===== src/rtl/voice_allocator.sv =====
// Polyphonic voice allocator: scans voices one per cycle, then retriggers, assigns or steals a voice.
// Optional feature macro: VOICE_ALLOC_STEAL_EN enables stealing the oldest voice when all are busy.
module voice_allocator #(
  parameter int NUM_OSCILLATORS = 4,
  parameter int RATE_WIDTH      = 24
) (
  input  logic                                  clk_in,
  input  logic                                  rst_in,
  input  logic                                  valid_in,
  input  logic                                  is_note_on_in,
  input  logic [6:0]                            note_in,
  input  logic [RATE_WIDTH-1:0]                 rate_in,
  output logic                                  ready_out,
  output logic [NUM_OSCILLATORS-1:0]            is_on_out,
  output logic [NUM_OSCILLATORS*RATE_WIDTH-1:0] playback_rate_out,
  output logic                                  steal_out,
  output logic [7:0]                            drop_count_out
);

  localparam int AW = $clog2(NUM_OSCILLATORS);
  localparam logic [AW-1:0] LAST_IDX = AW'(NUM_OSCILLATORS - 1);
  localparam logic [1:0] S_IDLE   = 2'd0;
  localparam logic [1:0] S_SCAN   = 2'd1;
  localparam logic [1:0] S_COMMIT = 2'd2;

  logic [1:0]                 r_state;
  logic [AW-1:0]              r_idx;
  logic                       r_ev_on;
  logic [6:0]                 r_ev_note;
  logic [RATE_WIDTH-1:0]      r_ev_rate;
  logic                       r_match_vld;
  logic [AW-1:0]              r_match_idx;
  logic                       r_free_vld;
  logic [AW-1:0]              r_free_idx;
  logic [NUM_OSCILLATORS-1:0] r_on;
  logic [6:0]                 r_note [NUM_OSCILLATORS];
  logic [RATE_WIDTH-1:0]      r_rate [NUM_OSCILLATORS];
  logic [AW-1:0]              r_age  [NUM_OSCILLATORS];
  logic [7:0]                 r_drop;

  logic          w_rate_zero;
  logic          w_accept;
  logic          w_early_drop;
  logic          w_sel_vld;
  logic [AW-1:0] w_sel_idx;
  logic          w_off_vld;
  logic          w_commit_drop;
  logic [1:0]    w_drop_inc;
  logic [8:0]    w_drop_sum;
  logic [7:0]    w_drop_next;

`ifdef VOICE_ALLOC_STEAL_EN
  logic          r_old_vld;
  logic [AW-1:0] r_old_idx;
  logic [AW-1:0] r_old_age;
  logic          r_steal;
  logic          w_steal;
`endif

  // A note-on with zero rate is rejected at the door, as is anything arriving while busy
  assign w_rate_zero  = (rate_in == {RATE_WIDTH{1'b0}});
  assign w_accept     = (r_state == S_IDLE) && valid_in && !(is_note_on_in && w_rate_zero);
  assign w_early_drop = valid_in && ((r_state != S_IDLE) || (is_note_on_in && w_rate_zero));
  assign w_drop_inc   = {1'b0, w_early_drop} + {1'b0, w_commit_drop};
  assign w_drop_sum   = {1'b0, r_drop} + {7'd0, w_drop_inc};

  // Saturating drop counter next value
  always_comb begin
    w_drop_next = w_drop_sum[7:0];
    if (w_drop_sum[8]) begin
      w_drop_next = 8'hFF;
    end else begin
      w_drop_next = w_drop_sum[7:0];
    end
  end

  // Commit decision: retrigger, then lowest free voice, then oldest (or drop)
  always_comb begin
    w_sel_vld     = 1'b0;
    w_sel_idx     = {AW{1'b0}};
    w_off_vld     = 1'b0;
    w_commit_drop = 1'b0;
`ifdef VOICE_ALLOC_STEAL_EN
    w_steal       = 1'b0;
`endif
    if (r_state == S_COMMIT) begin
      if (r_ev_on) begin
        if (r_match_vld) begin
          w_sel_vld = 1'b1;
          w_sel_idx = r_match_idx;
        end else if (r_free_vld) begin
          w_sel_vld = 1'b1;
          w_sel_idx = r_free_idx;
        end else begin
`ifdef VOICE_ALLOC_STEAL_EN
          if (r_old_vld) begin
            w_sel_vld = 1'b1;
            w_sel_idx = r_old_idx;
            w_steal   = 1'b1;
          end else begin
            w_commit_drop = 1'b1;
          end
`else
          w_commit_drop = 1'b1;
`endif
        end
      end else begin
        w_off_vld = r_match_vld;
      end
    end else begin
      w_sel_vld = 1'b0;
    end
  end

  // Control FSM and per-cycle voice scan
  always_ff @(posedge clk_in or negedge rst_in) begin
    if (!rst_in) begin
      r_state     <= S_IDLE;
      r_idx       <= {AW{1'b0}};
      r_ev_on     <= 1'b0;
      r_ev_note   <= 7'd0;
      r_ev_rate   <= {RATE_WIDTH{1'b0}};
      r_match_vld <= 1'b0;
      r_match_idx <= {AW{1'b0}};
      r_free_vld  <= 1'b0;
      r_free_idx  <= {AW{1'b0}};
`ifdef VOICE_ALLOC_STEAL_EN
      r_old_vld   <= 1'b0;
      r_old_idx   <= {AW{1'b0}};
      r_old_age   <= {AW{1'b0}};
`endif
    end else begin
      case (r_state)
        S_IDLE: begin
          if (w_accept) begin
            r_ev_on     <= is_note_on_in;
            r_ev_note   <= note_in;
            r_ev_rate   <= rate_in;
            r_idx       <= {AW{1'b0}};
            r_match_vld <= 1'b0;
            r_free_vld  <= 1'b0;
`ifdef VOICE_ALLOC_STEAL_EN
            r_old_vld   <= 1'b0;
`endif
            r_state     <= S_SCAN;
          end
        end
        S_SCAN: begin
          if (r_on[r_idx] && (r_note[r_idx] == r_ev_note) && !r_match_vld) begin
            r_match_vld <= 1'b1;
            r_match_idx <= r_idx;
          end
          if (!r_on[r_idx] && !r_free_vld) begin
            r_free_vld <= 1'b1;
            r_free_idx <= r_idx;
          end
`ifdef VOICE_ALLOC_STEAL_EN
          if (r_on[r_idx] && (!r_old_vld || (r_age[r_idx] > r_old_age))) begin
            r_old_vld <= 1'b1;
            r_old_idx <= r_idx;
            r_old_age <= r_age[r_idx];
          end
`endif
          if (r_idx == LAST_IDX) begin
            r_state <= S_COMMIT;
          end else begin
            r_idx <= r_idx + AW'(1);
          end
        end
        S_COMMIT: r_state <= S_IDLE;
        default:  r_state <= S_IDLE;
      endcase
    end
  end

  // Voice table, age ordering and drop counter
  always_ff @(posedge clk_in or negedge rst_in) begin
    if (!rst_in) begin
      r_on   <= {NUM_OSCILLATORS{1'b0}};
      r_drop <= 8'd0;
      for (int i = 0; i < NUM_OSCILLATORS; i++) begin
        r_note[i] <= 7'd0;
        r_rate[i] <= {RATE_WIDTH{1'b0}};
        r_age[i]  <= AW'(i);
      end
    end else begin
      r_drop <= w_drop_next;
      if (w_sel_vld) begin
        for (int i = 0; i < NUM_OSCILLATORS; i++) begin
          if (AW'(i) == w_sel_idx) begin
            r_on[i]   <= 1'b1;
            r_note[i] <= r_ev_note;
            r_rate[i] <= r_ev_rate;
            r_age[i]  <= {AW{1'b0}};
          end else if (r_age[i] < r_age[w_sel_idx]) begin
            r_age[i] <= r_age[i] + AW'(1);
          end
        end
      end else if (w_off_vld) begin
        r_on[r_match_idx] <= 1'b0;
      end
    end
  end

`ifdef VOICE_ALLOC_STEAL_EN
  // One-cycle steal pulse aligned with the commit edge
  always_ff @(posedge clk_in or negedge rst_in) begin
    if (!rst_in) begin
      r_steal <= 1'b0;
    end else begin
      r_steal <= w_steal;
    end
  end
  assign steal_out = r_steal;
`else
  assign steal_out = 1'b0;
`endif

  assign ready_out      = (r_state == S_IDLE);
  assign is_on_out      = r_on;
  assign drop_count_out = r_drop;

  for (genvar g = 0; g < NUM_OSCILLATORS; g++) begin : g_rate_out
    assign playback_rate_out[g*RATE_WIDTH +: RATE_WIDTH] = r_rate[g];
  end

endmodule


===== config.mk =====
export PLATFORM = sky130hd
export DESIGN_NAME = voice_allocator
export DESIGN_NICKNAME = d
export VERILOG_FILES = /design/src/rtl/voice_allocator.sv
export SDC_FILE = /design/constraint.sdc
export NUM_CORES = 1
export LEC_CHECK = 0
export ABC_AREA = 1
export BUFFER_PORTS_ARGS = -buffer_cell sky130_fd_sc_hd__buf_4
export CORE_ASPECT_RATIO = 2
export CORE_MARGIN = 4
export CORE_UTILIZATION = 40
export CTS_BUF_LIST = sky130_fd_sc_hd__clkbuf_2 sky130_fd_sc_hd__clkbuf_4 sky130_fd_sc_hd__clkbuf_8
export DETAILED_ROUTE_END_ITERATION = 8
export PLACE_DENSITY = 0.65
export RECOVER_POWER = 100
export SETUP_SLACK_MARGIN = 0.05
export SKIP_LAST_GASP = 1
export SLEW_MARGIN = 20
export SYNTH_ARGS = -nofsm -noshare
export SYNTH_HDL_FRONTEND = slang
export SYNTH_SLANG_ARGS = --single-unit

===== constraint.sdc =====
create_clock -name clk_in -period 2 [get_ports clk_in]
set_input_delay 0 -clock clk_in [delete_from_list [all_inputs] [get_ports clk_in]]
set_output_delay 0 -clock clk_in [all_outputs]
set_load 0.1 [all_outputs]

==> impl_metrics.py, run 1 <==
metrics = {
    "sta": {
        "finalHoldViolations": 0,
        "worst_pin_slew_ns": 1.17,
        "period_minus_slack_ns": 1.88,
        "fmax_mhz": 532,
        "setup_viol": 0,
        "slew_headroom_pct": 21.9,
        "drv_slew": 0,
        "rsz0062_at_grt": "true",
        "post-route-period-util_pct": 94.0,
        "clock-skew-final_ns": 0.0124,
    },
    "final_layout": {
        "fin_util_pct": 48.3,
        "num-nets-final": 1032,
        "area_growth_pct": 19.4,
        "diodes": 0,
        "drive_gt1_share_pct": 32.5,
        "fin_cells": 1269,
    },
    "route": {
        "viasPerCell": 4.71,
        "post-route-drc-count": 0,
        "drt_wl_total_mm": 19.8,
        "wl_per_cell_um": 15.6,
        "dr.pass1.iters": 4,
        "vias": 5978,
        "drtIter0Drc": 293,
        "antenna_left": 0,
    },
    "power_and_ir_drop": {
        "p_comb_share_pct": 46.4,
        "ir_drop_v": 0.00115,
        "power_density_nw_per_um2": 1480,
        "intPower_mw": 6.90,
        "power_frac_clock_pct": 17.5,
        "switchingPower_mw": 7.26,
        "power.total_mw": 14.2,
        "netSwitchingFraction_pct": 51.3,
        "seq_power_share_pct": 36.1,
        "total_leakage_power_nw": 4.87,
    },
    "setup_path": {
        "cpMostUsedCell": "nand4_1",
        "worstSetupPathType": "in2reg",
        "slowest_delay_ns": 0.55,
        "endpoint_kind": "register",
        "path_cells": "dlygate4sd3_1, buf_4, inv_1, nand4_1, nor2_1, nand4_1, a21oi_2, fa_2, ha_4, nand2_4, inv_2, nand4_1, buf_4, nand3b_1",
        "cpLargestDelayFamily": "buffers and inverters",
        "crit_fanout": 6,
        "cp.required_ns": 2.39,
        "cp.arrival_ns": 2.27,
        "path_buf_inv": 5,
        "worst_setup_path_start_kind": "primary input",
        "cp_slowest_cell": "dlygate4sd3_1",
    },
    "yosys": {
        "yosys_warnings": 0,
        "postSynthAreaPerCell_um2": 9.83,
        "synth_flop_cell": "dfrtp_1",
        "synth_seq_cells": 178,
        "netlist_top_cells_count": "178 x dfrtp_1, 171 x nand2_1, 93 x o21ai_2",
        "synth_most_common_cell": "dfrtp_1",
        "synth_area_leaders": "dfrtp_1 56%, o21ai_2 10%, nand2_1 8.0%, nand2_2 6.7%, o21ai_0 4.6%",
        "netlist_area_um2": 8020,
        "netlist_instances": 816,
        "synth_seq_area_share_pct": 55.5,
        "synth_nets": 854,
        "yosysTopAreaCellShare_pct": 55.5,
        "synth_cell_types": 28,
        "postSynth.asyncResetShare_pct": 100,
        "yosysTopAreaCell": "dfrtp_1",
        "synth_edf_count": 0,
    },
    "cts": {
        "cts.path.max_buffers": 2,
        "clock-sinks": 178,
        "cts_buffers": 17,
        "htreeDepth": 4,
        "clk_latency_ns": 0.45,
        "cts_tree": "done",
        "cts_root_buf": "clkbuf_8",
        "clk_pin_slew_ns": 0.09,
    },
    "place": {
        "gp_congestion": 0.814,
        "post-dp-hpwl_mm": 14.6,
        "portBuffers": 143,
        "placed_cells": 1202,
    },
    "floorplan": {
        "pin_count": 145,
        "die-area_um2": 22500,
        "fp-row-count": 73,
        "die_x_um": 108,
        "core_region_area_um2": 19800,
        "floorplan.initialDensity_pct": 40.5,
        "dieHeight_um": 208,
    },
    "global_route": {
        "grt_pass1_vias": 5982,
        "antenna_found_initial": 0,
        "grt.total_usage_pct": 18.4,
        "grt_pass1_wl_mm": 32.0,
        "grt_max_degree": 57,
        "grt_overflow_total": 0,
    },
    "outcome": {
        "status": "finished, final reports clean",
    },
    "min_path": {
        "hold_path_class": "in2reg",
    },
    "run": {
        "maxCapViolations": 0,
    },
}
## stage by stage
stage	setup TNS [ns]	hold WS, ns	instance area, um^2	worst slack (ns)
floorplan	-0.902	-0.296	8060	-0.151
global placement	0	-0.0406	9400	0.0491
detailed placement	0	-0.0355	9400	0.00316
CTS	0	0.0351	10100	0.0685
global route	0	0.114	9580	0.0174
finish	0	0.0876	9580	0.119
## power by group through the flow
| stage | Clock, mW | Combinational [mW] | Sequential [mW] |
|---|---|---|---|
| 2_1_floorplan | 0 | 2.38 | 8.02 |
| 3_3_place_gp | 0 | 6.87 | 5.18 |
| 3_5_place_dp | 0 | 6.93 | 5.19 |
| 4_1_cts | 2.56 | 7.00 | 5.13 |
| 5_1_grt | 2.70 | 7.10 | 5.22 |
| 6_report | 2.48 | 6.57 | 5.11 |
## final cells by class
type                    count  area, um^2
clock inverters            12         131
clock buffers              20         269
fillers                  2015       10200
inverters                  86         325
well taps                 262         328
multi-input cells         517        2760
flip-flops and latches    178        4460
repair buffers            194        1310
## kinds of logic after synthesis
| logic type | after synthesis | synth area share (%) |
|---|---|---|
| AOI/OAI and AO/OA | 174 | 15.5 |
| buffers and inverters | 121 | 8.00 |
| adders and majority gates | 3 | 0.561 |
| and+or+nand+nor | 339 | 20.4 |
| other | 1 | 0.0467 |
| DFF | 178 | 55.5 |
## what timing repair did
item,4_1_cts,5_1_grt
hold buffers,33,0
resized for setup,0,2
endpoints found under the setup margin,1,7
endpoints found under the hold margin,210,0
pin swaps,0,1
setup buffers,1,1
## final timing paths
path,startpoint,end,slack (ns),depth (start not counted)
setup / recovery,rate_in[18],drop_count_out[4]$_DFF_PN0_,0.12,14
hold / removal,valid_in,r_state[0]$_DFFE_PN0P_,0.09,5
setup reg to reg,r_state[0]$_DFFE_PN0P_,r_note[19]$_DFFE_PN0P_,0.13,8
hold reg to reg,playback_rate_out[15]$_DFFE_PN0P_,playback_rate_out[15]$_DFFE_PN0P_,0.49,2
max in group asynchronous,rst_in,playback_rate_out[15]$_DFFE_PN0P_,0.32,3
min in group asynchronous,rst_in,playback_rate_out[58]$_DFFE_PN0P_,0.33,2
## metal layers
layer / wire, um / part of all wire [%] / track usage [%]
met5: 0 / 0 / 0
met4: 609 / 3.1 / 7.41
met3: 632 / 3.2 / 3.20
met2: 11300 / 57 / 34.3
met1: 7270 / 37 / 20.1
## worst register-to-register path, delay by kind of cell (launching register included)
family	cells	cell delay, ns
flip-flops	1	0.46
buffers and inverters	2	0.72
AND/OR/NAND/NOR	4	0.42
AO/OA/AOI/OAI	2	0.21
## cell usage in the layout, fill, tap and decap left out, types with 2 or more instances in the layout
cell	n
nor2_4	3
nand3_2	8
o21ai_0	82
bufinv_16	2
clkbuf_8	19
nor2_2	2
buf_12	4
nand2_1	235
o21ai_2	85
nor3_1	3
a21oi_1	3
nor2_1	25
inv_2	8
clkbuf_4	4
a21oi_4	2
dfrtp_1	177
buf_6	2
nand2_2	21
nand4_1	9
inv_1	77
dlygate4sd3_1	33
clkinv_2	3
nand3_1	31
clkinvlp_4	4
clkinv_4	2
buf_4	38
clkbuf_2	112
## registers in the layout, summed over array words and instances (netlist names)
| register | cells |
|---|---|
| playback_rate_out | 96 |
| r_note | 28 |
| r_ev_rate | 24 |
| drop_count_out | 8 |
| r_ev_note | 7 |
| is_on_out | 4 |
| r_free_idx | 2 |
| r_idx | 2 |
| r_match_idx | 2 |
| r_state | 2 |
| r_ev_on | 1 |
| r_free_vld | 1 |
| r_match_vld | 1 |
Power figures use the tool's default switching activity.
==> inputs of run 2 (changes only) <==
--- a/config.mk
+++ b/config.mk
@@ -5,14 +5,13 @@
 export SDC_FILE = /design/constraint.sdc
 export NUM_CORES = 1
 export LEC_CHECK = 0
-export ABC_AREA = 1
+export ABC_AREA = 0
 export BUFFER_PORTS_ARGS = -buffer_cell sky130_fd_sc_hd__buf_4
-export CORE_ASPECT_RATIO = 2
 export CORE_MARGIN = 4
 export CORE_UTILIZATION = 40
 export CTS_BUF_LIST = sky130_fd_sc_hd__clkbuf_2 sky130_fd_sc_hd__clkbuf_4 sky130_fd_sc_hd__clkbuf_8
 export DETAILED_ROUTE_END_ITERATION = 8
-export PLACE_DENSITY = 0.65
+export PLACE_DENSITY = 0.66
 export RECOVER_POWER = 100
 export SETUP_SLACK_MARGIN = 0.05
 export SKIP_LAST_GASP = 1
==> run 2 against run 1 <==
Effect of this change:
- utilization rose by 5.7 points
- worst hold slack worse by 0.0036 ns
- the run now ends with max-capacitance violations, max-slew violations, negative setup slack left
- critical endpoint is now r_match_idx[1]$_DFFE_PN0P_
- final cell count decreased by 28%
==> impl_metrics.py, run 2 <==
metrics = {
    "cts": {
        "clock-sinks": 178,
        "cts_root_buf": "clkbuf_8",
        "cts.path.max_buffers": 2,
        "cts_buffers": 17,
        "htreeDepth": 4,
        "clk_pin_slew_ns": 0.09,
        "clk_latency_ns": 0.45,
        "cts_tree": "done",
    },
    "sta": {
        "setup_viol": 7,
        "fin_hold_ws_ns": 0.0840,
        "fmax_mhz": 473,
        "fin_ws_ns": -0.115,
        "period_minus_slack_ns": 2.11,
        "rsz0062_at_grt": "true",
        "setup_tns_ns": -0.234,
        "worst_pin_slew_ns": 1.76,
        "clock-skew-final_ns": 0.0129,
        "slew_headroom_pct": -17.7,
        "finalHoldViolations": 0,
        "post-route-period-util_pct": 106,
        "drv_slew": 71,
    },
    "yosys": {
        "synthMuxAreaShare_pct": 28.0,
        "synth_area_leaders": "dfrtp_1 63%, mux2_2 25%, mux4_2 1.6%, mux4_1 1.1%, buf_2 1.1%",
        "synth_xor_area_share_pct": 1.35,
        "synth_nets": 496,
        "synth_seq_cells": 178,
        "synth_simple_gate_area_share_pct": 4.43,
        "netlist_area_um2": 7120,
        "synth_cell_types": 37,
        "synth-compound-area-share_pct": 1.30,
        "synth_top_family_by_area": "multiplexers",
        "postSynth.asyncResetShare_pct": 100,
        "yosys_warnings": 0,
        "netlist_top_cells_count": "178 x dfrtp_1, 155 x mux2_2, 16 x nand2_1",
        "synth_most_common_cell": "dfrtp_1",
        "synth_seq_area_share_pct": 62.6,
        "yosys.area_share.adder_pct": 0.633,
        "yosysTopAreaCellShare_pct": 62.6,
        "postSynthAreaPerCell_um2": 15.5,
        "synth_edf_count": 0,
        "yosysTopAreaCell": "dfrtp_1",
        "synth_flop_cell": "dfrtp_1",
        "netlist_instances": 458,
    },
    "setup_path": {
        "cp.required_ns": 2.33,
        "crit_fanout": 6,
        "worst_setup_path_start_kind": "register",
        "endpoint_kind": "register",
        "cp.arrival_ns": 2.44,
        "worstSetupPathType": "reg2reg",
    },
    "final_layout": {
        "num-nets-final": 714,
        "final_area_um2": 9380,
        "area_growth_pct": 31.7,
        "layout_common_cells": "172 x dfrtp_1, 154 x mux2_2, 103 x clkbuf_2, 59 x buf_4, 33 x dlygate4sd3_1",
        "drive_gt1_share_pct": 58.8,
        "diodes": 0,
        "largest_reg_flops": 96,
        "final_common_cell": "dfrtp_1",
        "fin_util_pct": 54.0,
    },
    "place": {
        "post-dp-hpwl_mm": 12.2,
        "placed_cell_area_um2": 8840,
        "portBuffers": 143,
        "gp_congestion": 0.807,
    },
    "floorplan": {
        "dieHeight_um": 141,
        "floorplan.initialDensity_pct": 41.0,
        "core_region_area_um2": 17400,
        "die_x_um": 141,
        "fp-row-count": 48,
        "die-area_um2": 20000,
        "pin_count": 145,
    },
    "global_route": {
        "grt_pass1_vias": 5076,
        "antenna_found_initial": 0,
        "grt_max_degree": 71,
        "grt_pass1_wl_mm": 27.8,
        "grt_overflow_total": 0,
        "grt.total_usage_pct": 17.9,
    },
    "outcome": {
        "status": "complete, but fails checks",
        "violations": "max-capacitance violations, max-slew violations, negative setup slack",
    },
    "route": {
        "wl_per_cell_um": 18.8,
        "drtIter0Drc": 165,
        "vias": 4526,
        "antenna_left": 0,
        "drt_wl_total_mm": 17.2,
        "dr.pass1.iters": 4,
        "viasPerCell": 4.95,
        "post-route-drc-count": 0,
    },
    "run": {
        "maxCapViolations": 1,
    },
    "min_path": {
        "hold_path_class": "in2reg",
    },
}
-- run 2: changes by cell type after synthesis, moves of 18 or more --
| cell | change |
|---|---|
| nand2_1 | -155 |
| buf_6 | -18 |
| mux2_2 | +155 |
| nand2_2 | -86 |
| inv_1 | -71 |
| nand3_1 | -22 |
| o21ai_0 | -67 |
| o21ai_2 | -93 |
-- run 2: worst paths after layout --
kind	cells past startpoint	end	slack, ns	from
worst max register to register	6	r_match_idx[1]$_DFFE_PN0P_	-0.11	r_idx[0]$_DFFE_PN0P_
worst min-delay path	4	drop_count_out[0]$_DFF_PN0_	0.08	valid_in
min in group asynchronous	2	playback_rate_out[50]$_DFFE_PN0P_	0.57	rst_in
worst min register to register	1	playback_rate_out[23]$_DFFE_PN0P_	0.51	playback_rate_out[23]$_DFFE_PN0P_
worst max-delay path	6	r_match_idx[1]$_DFFE_PN0P_	-0.11	r_idx[0]$_DFFE_PN0P_
max in group asynchronous	3	r_note[4]$_DFFE_PN0P_	0.31	rst_in
-- run 2: cells by family (layout without fill, tap and decap cells) --
group	count (synthesis)	count (layout)
AO/OA/AOI/OAI	14	14
XOR/XNOR	11	11
adder cells (fa/ha/maj)	3	3
buffers and inverters	24	255
flip-flops	178	178
multiplexers	168	168
other	1	1
AND/OR/NAND/NOR	59	59
-- run 2: stage by stage --
stage                     instances  setup slack (ns)
after floorplan                 458            -0.301
after global placement          845            -0.198
after detailed placement        845            -0.290
after CTS                       911            -0.146
after global routing            914            -0.252
final                           914            -0.115
-- run 2: routing by layer --
metal  GRT usage, %  share of wire (%)
met5              0                  0
met4           4.55               0.95
met3           4.79                4.7
met2           30.9                 52
met1           22.5                 42
-- run 2: critical path, stage by stage, from the launching register on --
cell,delay [ns]
dfrtp_2,0.46
buf_6,0.14
mux4_2,0.52
xnor2_2,0.13
nand4_1,0.15
nor4_4,0.23
mux2_1,0.36
-- run 2: what timing repair did --
action	4_1_cts	5_1_grt
cloned	0	0
buffers inserted	1	3
endpoints found under the setup margin	49	60
pin swaps	0	11
resized for setup	10	20
hold buffers	33	0
endpoints found under the hold margin	97	0
-- run 2: area by class of cell --
class | count | area (um^2)
Sequential cell | 178 | 4470
Timing Repair Buffer | 218 | 1520
Clock inverter | 11 | 105
Clock buffer | 21 | 277
Tap cell | 225 | 282
Inverter | 5 | 18.8
Multi-Input combinational cell | 256 | 2710
Fill cell | 1440 | 7980
Power of run 2 is not shown: default switching activity piles up to over one toggle a cycle in this logic, so the estimate is an artifact.
